**src/rtl/mbe_product_accumulator.sv**
```systemverilog
// mbe_product_accumulator
//   Sums signed 2*N-bit products from the multiplier stage into a signed
//   accumulator with GUARD extra bits. A frame closes after FRAME_LEN beats
//   or on an early in_last. The frame sum, its beat count and its overflow
//   flag are then offered on a registered valid/ready output.
//   Optional feature macro: MAC_SAT_EN (saturating accumulate plus a sticky
//   per-frame overflow flag). Without it the accumulator wraps and out_ovf is 0.
module mbe_product_accumulator #(
  parameter  int N         = 32,
  parameter  int FRAME_LEN = 16,
  parameter  int GUARD     = 2,
  localparam int PW        = 2 * N,
  localparam int ACC_W     = PW + GUARD,
  localparam int CNT_W     = $clog2(FRAME_LEN + 1)
) (
  input  logic             clk,
  input  logic             rst,
  input  logic             in_valid,
  output logic             in_ready,
  input  logic [PW-1:0]    in_data,
  input  logic             in_last,
  output logic             out_valid,
  input  logic             out_ready,
  output logic [ACC_W-1:0] out_data,
  output logic [CNT_W-1:0] out_count,
  output logic             out_ovf
);

  typedef enum logic [1:0] {
    ST_INIT,
    ST_ACC,
    ST_SEND
  } state_t;

  localparam logic [CNT_W-1:0] LAST_CNT = CNT_W'(FRAME_LEN - 1);

  state_t             state_reg, state_next;
  logic [ACC_W-1:0]   acc_reg, acc_next;
  logic [CNT_W-1:0]   cnt_reg, cnt_next;
  logic               in_ready_reg, in_ready_next;
  logic               out_valid_reg, out_valid_next;
  logic [ACC_W-1:0]   out_data_reg, out_data_next;
  logic [CNT_W-1:0]   out_count_reg, out_count_next;

  logic [ACC_W-1:0]   acc_sum;   // accumulator plus current product (wrapped or clamped)
  logic               beat;      // a product is taken this cycle
  logic               closing;   // the accepted product ends the frame

  assign beat    = (state_reg == ST_ACC) && in_valid && in_ready_reg;
  assign closing = beat && ((cnt_reg == LAST_CNT) || in_last);

`ifdef MAC_SAT_EN
  localparam logic [ACC_W-1:0] ACC_MAX = {1'b0, {(ACC_W-1){1'b1}}};
  localparam logic [ACC_W-1:0] ACC_MIN = {1'b1, {(ACC_W-1){1'b0}}};

  logic [ACC_W:0]     sum_wide;
  logic               ovf_now;
  logic               ovf_reg;
  logic               out_ovf_reg;

  // One extra bit exposes signed overflow; on overflow clamp toward the true sign.
  always_comb begin
    sum_wide = {acc_reg[ACC_W-1], acc_reg} + {{(GUARD+1){in_data[PW-1]}}, in_data};
    ovf_now  = sum_wide[ACC_W] != sum_wide[ACC_W-1];
    acc_sum  = sum_wide[ACC_W-1:0];
    if (ovf_now) begin
      acc_sum = sum_wide[ACC_W] ? ACC_MIN : ACC_MAX;
    end
  end

  // Sticky overflow flag for the running frame, published with the result.
  always_ff @(posedge clk) begin
    if (rst) begin
      ovf_reg     <= 1'b0;
      out_ovf_reg <= 1'b0;
    end else if ((state_reg == ST_SEND) && out_ready) begin
      ovf_reg     <= 1'b0;
      out_ovf_reg <= 1'b0;
    end else if (beat) begin
      ovf_reg <= ovf_reg | ovf_now;
      if (closing) begin
        out_ovf_reg <= ovf_reg | ovf_now;
      end
    end
  end

  assign out_ovf = out_ovf_reg;
`else
  // Plain modulo-2^ACC_W accumulate.
  always_comb begin
    acc_sum = acc_reg + {{GUARD{in_data[PW-1]}}, in_data};
  end

  assign out_ovf = 1'b0;
`endif

  // Next-state and registered-output logic for INIT -> ACC -> SEND -> ACC.
  always_comb begin
    state_next     = state_reg;
    acc_next       = acc_reg;
    cnt_next       = cnt_reg;
    in_ready_next  = in_ready_reg;
    out_valid_next = out_valid_reg;
    out_data_next  = out_data_reg;
    out_count_next = out_count_reg;
    case (state_reg)
      ST_INIT: begin
        in_ready_next = 1'b1;
        state_next    = ST_ACC;
      end
      ST_ACC: begin
        if (beat) begin
          acc_next = acc_sum;
          cnt_next = cnt_reg + CNT_W'(1);
          if (closing) begin
            out_data_next  = acc_sum;
            out_count_next = cnt_reg + CNT_W'(1);
            out_valid_next = 1'b1;
            in_ready_next  = 1'b0;
            state_next     = ST_SEND;
          end
        end
      end
      ST_SEND: begin
        // Result stays put until taken; no product is accepted meanwhile.
        if (out_ready) begin
          out_valid_next = 1'b0;
          acc_next       = '0;
          cnt_next       = '0;
          in_ready_next  = 1'b1;
          state_next     = ST_ACC;
        end
      end
      default: begin
        state_next = ST_INIT;
      end
    endcase
  end

  // State and output registers; reset discards any partial frame.
  always_ff @(posedge clk) begin
    if (rst) begin
      state_reg     <= ST_INIT;
      acc_reg       <= '0;
      cnt_reg       <= '0;
      in_ready_reg  <= 1'b0;
      out_valid_reg <= 1'b0;
      out_data_reg  <= '0;
      out_count_reg <= '0;
    end else begin
      state_reg     <= state_next;
      acc_reg       <= acc_next;
      cnt_reg       <= cnt_next;
      in_ready_reg  <= in_ready_next;
      out_valid_reg <= out_valid_next;
      out_data_reg  <= out_data_next;
      out_count_reg <= out_count_next;
    end
  end

  assign in_ready  = in_ready_reg;
  assign out_valid = out_valid_reg;
  assign out_data  = out_data_reg;
  assign out_count = out_count_reg;

endmodule

```
**config.mk**
```make
export PLATFORM = sky130hd
export DESIGN_NAME = mbe_product_accumulator
export DESIGN_NICKNAME = d
export VERILOG_FILES = /design/src/rtl/mbe_product_accumulator.sv
export SDC_FILE = /design/constraint.sdc
export NUM_CORES = 1
export LEC_CHECK = 0
export ABC_AREA = 1
export BUFFER_PORTS_ARGS = -buffer_cell sky130_fd_sc_hd__buf_2
export CORE_AREA = 2 2 152 154
export CTS_BUF_LIST = sky130_fd_sc_hd__clkbuf_4 sky130_fd_sc_hd__clkbuf_8
export CTS_CLUSTER_SIZE = 40
export DETAILED_ROUTE_END_ITERATION = 10
export DIE_AREA = 0 0 154 156
export HOLD_SLACK_MARGIN = 0.12
export PLACE_DENSITY = 0.7
export SETUP_SLACK_MARGIN = 0.1
export SKIP_CTS_REPAIR_TIMING = 1
export SLEW_MARGIN = 20
export SYNTH_ARGS = -nofsm -noshare
export SYNTH_HDL_FRONTEND = slang
export SYNTH_SLANG_ARGS = --single-unit
```
**constraint.sdc**
```tcl
create_clock -name clk -period 3.2 [get_ports clk]
set_input_delay 0.16 -clock clk [delete_from_list [all_inputs] [get_ports clk]]
set_output_delay 0.16 -clock clk [all_outputs]
set_load 0.02 [all_outputs]
```
Word level (Yosys, flattened, before mapping). Index checks and enable logic that the tools add are counted.

Logic and storage cells: 45. Bits in registers: 146. Input bits: 69. Output and inout bits: 74.

Equality and inequality tests: 6. Mux-type cells: 18. Reductions and logical operators: 12. $add $sub $neg: 2.

Operators by type and width (count): $mux 66 (2); $pmux 66 s2 (1); $add 66x66->66 (1); $mux 5 (2); $pmux 5 s2 (1); $reduce_and 3->1 (3); $reduce_and 4->1 (2); $mux 1 (6); $mux 2 (3); $ne 2x2->1 const B (3); $pmux 2 s3 (1); $add 5x1->5 const B (1); $eq 5x4->1 const B (1); $logic_and 1x1->1 (3); $pmux 1 s3 (1); $reduce_bool 3->1 (1); $eq 2x1->1 const B (1); $eq 2x2->1 const B (1); $logic_not 2->1 (1); $pmux 1 s2 (1); $reduce_bool 2->1 (1); $logic_or 1x1->1 (1).

Logic depth before layout (Yosys ltp).
Depth in word-level cells: 7. Depth in mapped cells: 18. Depth with buffers taken out: 18.

Worst setup path after synthesis. Ideal clock, no wire load.

Kind: reg2reg. From: register acc_reg[0]. To: register out_data_reg[26] (netlist: out_data[26]). Setup slack: 1.156 ns. Cell stages (with the launch flop): 16. Buffers on the path: 0. Setup time: 0.116 ns. Required time: 3.084 ns. Clock period less this slack: 2.044 ns. Data arrival time: 1.928 ns. Cells stage by stage: dfxtp_1 -> ha_1 -> fa_1 -> nand3_1 -> nand2_2 -> nand2_1 -> nand2_2 -> nand2_1 -> nand2_2 -> nand3_1 -> nand2_1 -> or2_1 -> nand2_1 -> nand2_1 -> o211ai_1 -> inv_1.

Cells in the longest elaborated chain, start to end: 1.

Ends and longest elaborated chain: start, declared (RTL line 38) `logic [ACC_W-1:0] acc_reg, acc_next;`; start signal, assigned (RTL line 152) `acc_reg <= acc_next;`; $add 66x66->66 (RTL line 91) `acc_sum = acc_reg + {{GUARD{in_data[PW-1]}}, in_data};`; end signal, assigned (RTL line 156) `out_data_reg <= out_data_next;`; end, declared (RTL line 42) `logic [ACC_W-1:0] out_data_reg, out_data_next;`.

No other way between the ends. A chain may end at the register's enable or synchronous reset.

Final worst setup path. Same ends and word-level chain as after synthesis.

==> reports/results.ini <==
[detailed_routing]
drt_iter0_drc = 793
drc = 0
firstDrtPassIters = 5
via_count = 11600
vias_per_cell = 5.11
antenna_left = 0
wl_per_cell_um = 16.7
wirelength_mm = 37.8

[synthesis]
synth-seq-area-share_pct = 26.6
synth_cell_types = 37
yosysWarnings = 0
syn_nets = 1984
synth_seq_cells = 146
synth_cells = 1847
avgSynthCellArea_sq_um = 5.94
syn-cell-area_sq_mm = 0.0110

[cts]
insertion_delay_ps = 490
cts_tree = done
htreeDepth = 4
clockRootBuffer = clkbuf_8
cts_buffers = 17
cts.clk_slew.worst_paths_ps = 90
clock_sinks = 146
clockBufferDepth = 2

[sta]
fin_skew_ps = 23.7
rsz0062_at_grt = false
tns_ps = 0
final-hold-violation-count = 0
setup_ws_ps = 376
tightest_slew_ps = 961
clock.fmax_mhz = 354
post-route-period-util_pct = 88.3
slew_headroom_pct = 35.9
setup_violations = 0
maxSlewViolCount = 0
finalCriticalPeriod_ps = 2820

[global_route]
grt_pass1_wl_mm = 59.6
grt_pass1_vias = 11100
grt_max_degree = 92
overflow = 0
grt_usage_pct = 31.6
antenna_found_initial = 0

[worst_setup_path]
start_kind = flop
path_class = reg2reg
r2r_start = acc_reg[0]$_SDFFE_PP0P_
endpoint_kind = flop
crit_fanout = 5
path_common_cell = nand2_1
rr_worst_depth = 15
r2r_slack_ps = 380
crit_path_top_delay_cell = fa_1
path_cells = ha_1 -> fa_1 -> nand3_1 -> nand2_2 -> nand2_1 -> nand2_2 -> nand2_1 -> nand2_2 -> nand3_1 -> nand2_1 -> or2_1 -> nand2_1 -> nand2_1 -> o211ai_1 -> inv_1
r2r-end = out_data[26]$_SDFFE_PP0P_
critPathArrivalTime_ps = 3190
required_ps = 3570
max_stage_delay_ps = 440

[layout]
area_growth_pct = 13.0
final_cell_mix = 638 x nand2_1, 304 x inv_1, 165 x a21oi_1, 146 x dfxtp_1, 141 x buf_2
nets = 2106
final_core_util_pct = 55.5
fin_area_sq_mm = 0.0124
drive_above_1_share_pct = 11.3
antenna_cells = 0
final_cells = 2267
layout_commonest_cell = nand2_1

[placed_design]
dp_cells = 2232
pre_cts_slack_ps = 476
port_buffers = 141
gp_congestion = 0.985
place_area_sq_mm = 0.0119
dp_hpwl_mm = 29.7

[hold_path]
hold_depth = 4
hold_path.class = in2reg
min_to = out_data[0]$_SDFFE_PP0P_
hp-start = in_data[0]

[outcome]
status = finished, final reports clean

[pwr]
ir_drop_uv = 221
total_leakage_power_nw = 6.88
clockPowerShare_pct = 38.6
netSwitchingPower_mw = 1.55
netSwitchingFraction_pct = 34.3
p_per_area_mw_per_mm2 = 363
pwr-share-comb_pct = 19.2
p_int_mw = 2.96
power_frac_seq_pct = 42.2

[floorplan]
coreArea_sq_mm = 0.0224
die-area_sq_mm = 0.0240
die_y_um = 156
num_rows = 55
initial_core_util_pct = 49.1
die_w_um = 154
io_pins = 143

[flow_run]
maxCapViolations = 0

==> per-stage QoR <==
step	power, mW	hold WS [ps]
2_1_floorplan	2.52	393
3_3_place_gp	2.79	448
3_5_place_dp	2.79	456
4_1_cts	4.52	6.26
6_report	4.50	108
5_1_grt	4.69	152
==> power by group through the flow <==
| stage | sequential, mW | clock [mW] | combinational [mW] |
|---|---|---|---|
| after global placement | 1.94 | 0 | 0.848 |
| after detailed placement | 1.94 | 0 | 0.851 |
| final | 1.90 | 1.74 | 0.865 |
| after floorplan | 1.97 | 0 | 0.553 |
| after CTS | 1.90 | 1.76 | 0.856 |
| after global routing | 1.91 | 1.81 | 0.966 |
==> kinds of logic after synthesis <==
logic type / Yosys count / share of synthesized area (%)
fa+ha+maj: 68 / 7.82
compound gates: 323 / 16.6
xor+xnor: 34 / 2.71
buf+inv: 364 / 12.6
simple gates: 911 / 33.6
other cells: 1 / 0.0342
flops: 146 / 26.6
==> cell type report <==
cell class	instances	area [sq um]
Inverter	318	1190
Multi-Input combinational cell	1337	6690
Timing Repair Buffer	149	798
Fill cell	2393	9960
Clock inverter	15	206
Tap cell	285	357
Sequential cell	146	2920
Clock buffer	17	234
==> synthesized netlist by cell type (all sizes together) <==
cell | count | area [sq um]
or2 | 1 | 6.26
nand3 | 90 | 465
inv | 317 | 1190
conb | 1 | 3.75
o21ai | 79 | 399
ha | 67 | 838
nand4 | 8 | 50.1
nor2 | 137 | 547
o211ai | 2 | 20.0
clkinv | 1 | 3.75
nor3 | 18 | 100
nand3b | 6 | 45.0
xnor2 | 1 | 8.76
a21oi | 168 | 852
o22ai | 1 | 6.26
clkbuf | 29 | 109
o21a | 29 | 218
nor4 | 1 | 6.26
o21bai | 41 | 308
a21o | 3 | 22.5
fa | 1 | 20.0
buf | 17 | 78.8
xor2 | 33 | 289
dfxtp | 146 | 2920
nand2 | 650 | 2470
==> layer usage <==
metal	global-route usage, %	wire length, um
met2	50.1	16400
met4	8.68	863
met5	0	0
met3	4.50	1820
met1	45.0	18800
==> how the worst max path moves through the flow <==
| stage | start | endpoint | slack, ps | cells past startpoint |
|---|---|---|---|---|
| floorplan | acc_reg[0]$_SDFFE_PP0P_ | out_data[26]$_SDFFE_PP0P_ | 1160 | 15 |
| global route | acc_reg[0]$_SDFFE_PP0P_ | out_data[62]$_SDFFE_PP0P_ | 300 | 16 |
| global placement | acc_reg[0]$_SDFFE_PP0P_ | out_data[26]$_SDFFE_PP0P_ | 450 | 15 |
| finish | acc_reg[0]$_SDFFE_PP0P_ | out_data[26]$_SDFFE_PP0P_ | 380 | 15 |
| CTS | acc_reg[0]$_SDFFE_PP0P_ | out_data[26]$_SDFFE_PP0P_ | 460 | 15 |
| detailed placement | acc_reg[0]$_SDFFE_PP0P_ | out_data[26]$_SDFFE_PP0P_ | 480 | 15 |
==> critical path: cells and delay by family (launching register included) <==
family	cells	cell delay, ps
adders and majority gates	2	720
AOI/OAI and AO/OA	1	90
buffers and inverters	1	60
and+or+nand+nor	11	1510
DFF	1	320
Power figures use the tool's default switching activity.
